**config.mk**
```make
export PLATFORM = sky130hd
export DESIGN_NAME = dibit_serializer_flat
export DESIGN_NICKNAME = d
export VERILOG_FILES = /design/src/rtl/dibit_serializer_if.sv /design/src/rtl/dibit_serializer.sv /design/src/flat_wrapper.sv
export SDC_FILE = /design/constraint.sdc
export NUM_CORES = 1
export LEC_CHECK = 0
export CAP_MARGIN = 20
export CELL_PAD_IN_SITES_DETAIL_PLACEMENT = 1
export CELL_PAD_IN_SITES_GLOBAL_PLACEMENT = 1
export CORE_ASPECT_RATIO = 1.1
export CORE_MARGIN = 2
export CORE_UTILIZATION = 38
export CTS_CLUSTER_SIZE = 16
export DETAILED_ROUTE_END_ITERATION = 12
export PLACE_DENSITY_LB_ADDON = 0.1
export SYNTH_ARGS = -nofsm -noshare
export SYNTH_HDL_FRONTEND = slang
export SYNTH_SLANG_ARGS = --single-unit
export TNS_END_PERCENT = 20
```
**constraint.sdc**
```tcl
create_clock -name clk -period 2.25 [get_ports clk]
set_input_delay 0.675 -clock clk [delete_from_list [all_inputs] [get_ports clk]]
set_output_delay 0.675 -clock clk [all_outputs]
set_load 0.02 [all_outputs]
```
**src/rtl/dibit_serializer_if.sv**
```systemverilog
`default_nettype none
// ============================================================================
// Module      : dibit_serializer_if
// Description : Parallel-load / 2-bit lane bundle for dibit_serializer.
//               master = word source + lane receiver, slave = serializer.
// Revision    : 1.0  initial release
// ============================================================================
interface dibit_serializer_if #(
   parameter int WIDTH = 8
);
   logic [WIDTH-1:0] DATAIN;
   logic             LOAD;
   logic             BUSY;
   logic [1:0]       DATAOUT;
   logic             FRAME;
   logic             LAST;

   modport master (
      output DATAIN, LOAD,
      input  BUSY, DATAOUT, FRAME, LAST
   );

   modport slave (
      input  DATAIN, LOAD,
      output BUSY, DATAOUT, FRAME, LAST
   );
endinterface
`default_nettype wire

```
**src/rtl/dibit_serializer.sv**
```systemverilog
`default_nettype none
// ============================================================================
// Module      : dibit_serializer
// Description : Sends a WIDTH-bit word MSB dibit first on a 2-bit lane,
//               followed by an XOR parity dibit and GAP idle cycles.
// Revision    : 1.0  initial release
// ============================================================================
module dibit_serializer #(
   parameter int WIDTH = 8,
   parameter int GAP   = 1
) (
   input  wire logic          clk,
   input  wire logic          reset,
   dibit_serializer_if.slave  bus
);
   localparam int NDIB  = WIDTH / 2;
   localparam int CNT_W = (NDIB > 1) ? $clog2(NDIB) : 1;
   localparam int GAP_W = (GAP > 1) ? $clog2(GAP) : 1;
   localparam logic [CNT_W-1:0] CNT_LAST = CNT_W'(NDIB - 1);
   // GAPW is never entered when GAP==0, so the terminal value is irrelevant then
   localparam logic [GAP_W-1:0] GAP_LAST = GAP_W'((GAP > 0) ? GAP - 1 : 0);

   typedef enum logic [1:0] {
      S_IDLE   = 2'd0,
      S_SEND   = 2'd1,
      S_PARITY = 2'd2,
      S_GAPW   = 2'd3
   } state_t;

   state_t           state_q, state_d;
   logic [WIDTH-1:0] shift_q, shift_d;
   logic [1:0]       par_q, par_d;
   logic [CNT_W-1:0] cnt_q, cnt_d;
   logic [GAP_W-1:0] gap_q, gap_d;

   logic       busy_q, busy_d;
   logic       frame_q, frame_d;
   logic       last_q, last_d;
   logic [1:0] dout_q, dout_d;

   // State, datapath and output registers; reset returns everything to idle
   always_ff @(posedge clk) begin
      if (reset) begin
         state_q <= S_IDLE;
         shift_q <= '0;
         par_q   <= '0;
         cnt_q   <= '0;
         gap_q   <= '0;
         busy_q  <= 1'b0;
         frame_q <= 1'b0;
         last_q  <= 1'b0;
         dout_q  <= 2'b00;
      end else begin
         state_q <= state_d;
         shift_q <= shift_d;
         par_q   <= par_d;
         cnt_q   <= cnt_d;
         gap_q   <= gap_d;
         busy_q  <= busy_d;
         frame_q <= frame_d;
         last_q  <= last_d;
         dout_q  <= dout_d;
      end
   end

   // Next-state logic; outputs are derived from the next state so they leave flops
   always_comb begin
      state_d = state_q;
      shift_d = shift_q;
      par_d   = par_q;
      cnt_d   = cnt_q;
      gap_d   = gap_q;

      case (state_q)
         S_IDLE: begin
            if (bus.LOAD) begin
               state_d = S_SEND;
               shift_d = bus.DATAIN;
               par_d   = 2'b00;
               cnt_d   = '0;
            end
         end
         S_SEND: begin
            shift_d = shift_q << 2;
            par_d   = par_q ^ shift_q[WIDTH-1 -: 2];
            cnt_d   = cnt_q + CNT_W'(1);
            if (cnt_q == CNT_LAST) begin
               state_d = S_PARITY;
            end
         end
         S_PARITY: begin
            if (GAP > 0) begin
               state_d = S_GAPW;
               gap_d   = '0;
            end else begin
               state_d = S_IDLE;
            end
         end
         S_GAPW: begin
            gap_d = gap_q + GAP_W'(1);
            if (gap_q == GAP_LAST) begin
               state_d = S_IDLE;
            end
         end
         default: state_d = S_IDLE;
      endcase

      busy_d  = (state_d != S_IDLE);
      frame_d = (state_d == S_SEND) || (state_d == S_PARITY);
      last_d  = (state_d == S_PARITY);
      dout_d  = 2'b00;
      if (state_d == S_SEND) begin
         dout_d = shift_d[WIDTH-1 -: 2];
      end else if (state_d == S_PARITY) begin
         dout_d = par_d;
      end
   end

   assign bus.BUSY    = busy_q;
   assign bus.FRAME   = frame_q;
   assign bus.LAST    = last_q;
   assign bus.DATAOUT = dout_q;
endmodule
`default_nettype wire
```
**src/flat_wrapper.sv**
```systemverilog
// flat-port wrapper written by rule: the top's interface ports become plain ports
module dibit_serializer_flat 
#(
   parameter int WIDTH = 8,
   parameter int GAP   = 1
)
  (clk, reset, bus_DATAIN, bus_LOAD, bus_BUSY, bus_DATAOUT, bus_FRAME, bus_LAST);
  dibit_serializer_if #(.WIDTH(WIDTH)) bus_i ();
  input  wire logic clk;
  input  wire logic reset;
  input wire logic [$bits(bus_i.DATAIN)-1:0] bus_DATAIN;
  input wire logic [$bits(bus_i.LOAD)-1:0] bus_LOAD;
  output wire logic [$bits(bus_i.BUSY)-1:0] bus_BUSY;
  output wire logic [$bits(bus_i.DATAOUT)-1:0] bus_DATAOUT;
  output wire logic [$bits(bus_i.FRAME)-1:0] bus_FRAME;
  output wire logic [$bits(bus_i.LAST)-1:0] bus_LAST;
  assign bus_i.DATAIN = bus_DATAIN;
  assign bus_i.LOAD = bus_LOAD;
  assign bus_BUSY = bus_i.BUSY;
  assign bus_DATAOUT = bus_i.DATAOUT;
  assign bus_FRAME = bus_i.FRAME;
  assign bus_LAST = bus_i.LAST;
  dibit_serializer #(.WIDTH(WIDTH), .GAP(GAP)) u_core (.clk(clk), .reset(reset), .bus(bus_i));
endmodule
```
==> metrics.cfg <==
[finish]
nFillCells = 259
regArea_sq_um = 400.4
multi_input_area_sq_um = 421.7
fin_area_sq_um = 1110
nets = 127
antenna_cells = 0
drive_above_1_share = 0.1171
syn_to_final_growth_pct = 24.23

[worst_setup_path]
max_stage_delay_ns = 0.48
critical_path_required_ns = 2.48
crit_arrival_ns = 2.25
worstReg2RegStart = u_core.state_q[1]
reg2reg_depth = 6
end_kind = register
crit_fanout = 3
reg2reg_slack_ns = 0.28
reg2reg_to = u_core.bus.DATAOUT[1]
critPathLaunchType = primary input
path_delay_family = simple AND/OR/NAND/NOR gates
critPathKind = in -> reg
crit_buf_inv = 1
crit_top_cell = nor2_1
critical_path.slowest_cell = or3b_2
worstPathCellList = clkdlybuf4s50_1, nor2_1, o21a_1, nor2_1, ha_1, or3b_2, o22ai_1
crit_cells = 7

[routing]
wl_mm = 1.944
drtIter0Drc = 21
drc_errors = 0
wire_per_inst_microns = 13.79
vias = 720
final_antenna_net_count = 0
drt_pre_antenna_iters = 4
vias_per_cell = 5.106

[sta]
setup_viol = 0
max_freq_mhz = 495.5
finalHoldViolCount = 0
finalMaxSlewViolations = 0
min_period_ns = 2.018
rsz0062_at_grt = no
finalClockSkew_ns = 0.0008085
max_slew_margin = 0.6894
tightest_slew_ns = 0.4610
fin_crit_sh = 0.8970

[grt]
grt_pass1_vias = 707
grt_pass1_wl_mm = 3.194
antenna_found_initial = 0
grt_max_degree = 20
gr-usage-all-layers = 0.1562
grt-ovfl-total = 0

[power]
switchingPower_mw = 0.1823
intPower_mw = 0.5394
clockPowerShare = 0.287
vdd_drop_max_mv = 0.3821
power_frac_comb = 0.172
swShare = 0.2526
powerDensity_nw_per_um2 = 650.3
power_frac_seq = 0.541
finalPower_mw = 0.7217
p_leak_nw = 0.4444

[logic_synthesis]
synth_cells = 93
ys_seq_area_frac = 0.4482
synth_edf_count = 0
yosys.area.top_type = dfxtp_1
ys_types = 28
synthArstFlopShare = 0
ys_ff_latch = 20
synth_area_sq_um = 893.4
synth_nets = 108
yosys_warnings = 0
yosysTopAreaCellShare = 0.4482
syn_area_per_cell_sq_um = 9.606
synth_ff_type = dfxtp_1
synthTopCellsByArea = dfxtp_1 (45%), nor2_1 (6.3%), ha_1 (5.6%)

[hold_path]
hp-class = reg -> reg
hold_start = u_core.shift_q[5]
min_path_cells = 2
hold_end = u_core.shift_q[5]

[floorplanning]
core-area_sq_um = 2230
io_pins = 16
initial_core_util = 0.4007
die_w_microns = 50.23
dieArea_sq_um = 2755
die_h_microns = 54.86
rows = 18

[placement]
port_buffers = 15
post-dp-hpwl_mm = 1.437
post_dp_cell_area_sq_um = 1074
gp_congestion = 0.7217

[clock_network]
clkLatencyLatePin_ns = 0.29
cts_resized = 0
htreeDepth = 1
cts-root-buf = clkbuf_4
cts_buffer_depth = 2
cts_tree = done
cts_sinks = 20
path_clk_slew_ns = 0.11
postCtsSetupRepairBufs = 0
cts_buffers = 3
cts_hold_buf = 0

[run_status]
status = complete, no violations

[run]
drv_cap = 0

## routing by layer
metal	vias up	global-route usage	wire (microns)
met3	2	0.02459	37
met1	346	0.1940	943
li1	366	-	-
met4	0	0.05556	15
met5	-	0	0
met2	6	0.2763	948
## power groups by stage
stage	Sequential [mW]	Combinational (mW)	Clock, mW
6_report	0.390	0.124	0.207
5_1_grt	0.393	0.137	0.230
3_5_place_dp	0.398	0.125	0
4_1_cts	0.390	0.125	0.217
3_3_place_gp	0.397	0.122	0
2_1_floorplan	0.403	0.0711	0
## final cells by class
cell class	instances	share of cell area
clock buffer	4	0.03269
inverter	9	0.03044
multi-input combinational	59	0.3799
sequential	20	0.3608
tap	30	0.03382
timing repair buffer	19	0.1623
## through the flow
step           utilization  hold slack (ns)  setup TNS (ns)  setup slack [ns]  cells
6_report            0.4978           0.4815               0            0.2317    141
5_1_grt             0.4978           0.5073               0            0.1029    141
4_1_cts             0.4978           0.4825               0            0.2239    141
3_5_place_dp        0.4815           0.4642         -0.1781          -0.09163    137
3_3_place_gp        0.4815           0.4555         -0.1117          -0.07137    137
2_1_floorplan            -           0.4448               0            0.4493     93
## worst max-delay path by stage
stage,start,to
2_1_floorplan,bus_LOAD,u_core.bus.DATAOUT[1]
3_3_place_gp,bus_LOAD,u_core.bus.DATAOUT[1]
3_5_place_dp,bus_LOAD,u_core.bus.DATAOUT[1]
4_1_cts,bus_LOAD,u_core.bus.DATAOUT[1]
5_1_grt,bus_LOAD,u_core.bus.DATAOUT[1]
6_report,bus_LOAD,u_core.bus.DATAOUT[1]
## tightest hold or removal path: stages (launching register included)
cell	delay, ns
dfxtp_1	0.33
inv_1	0.05
a221oi_1	0.06
## layout by cell type, fill, tap and decap left out, types with 2 or more instances in the layout
cell type and instances:
a32oi_1 2, nor2_1 15, nor4b_1 2, buf_4 4
o22ai_1 6, clkbuf_4 3, dfxtp_1 20, inv_1 9
and3b_1 2, a221o_1 2, nor2b_1 5, a221oi_1 4
clkdlybuf4s50_1 15, ha_1 4, nand2b_1 2, nor3_1 2
a221oi_2 2
## cell usage after synthesis (2+ instances only)
| master | number |
|---|---|
| dfxtp_1 | 20 |
| nor2_1 | 15 |
| inv_1 | 9 |
| o22ai_1 | 6 |
| nor2b_1 | 5 |
| a221oi_1 | 4 |
| ha_1 | 4 |
| a221o_1 | 2 |
| a221oi_2 | 2 |
| a32oi_1 | 2 |
| and3b_1 | 2 |
| buf_6 | 2 |
| clkbuf_1 | 2 |
| nand2b_1 | 2 |
| nor3_1 | 2 |
| nor4b_1 | 2 |
## logic make-up (layout without fill, tap and decap cells)
kind of cell             count (synthesis)  after routing  synth area share
AND/OR/NAND/NOR                         33             33            0.1989
AO/OA/AOI/OAI                           21             21            0.2059
flip-flops                              20             20            0.4482
buffers and inverters                   14             32           0.07983
adder cells (fa/ha/maj)                  4              4           0.05602
multiplexers                             1              1           0.01120
## registers in the layout (all words and copies together), names as in the netlist, 2 cells and up
name and cells:
u_core.state_q 2, u_core.par_q 2, u_core.shift_q 8, u_core.bus.DATAOUT 2
u_core.cnt_q 2
Power figures use the tool's default switching activity.
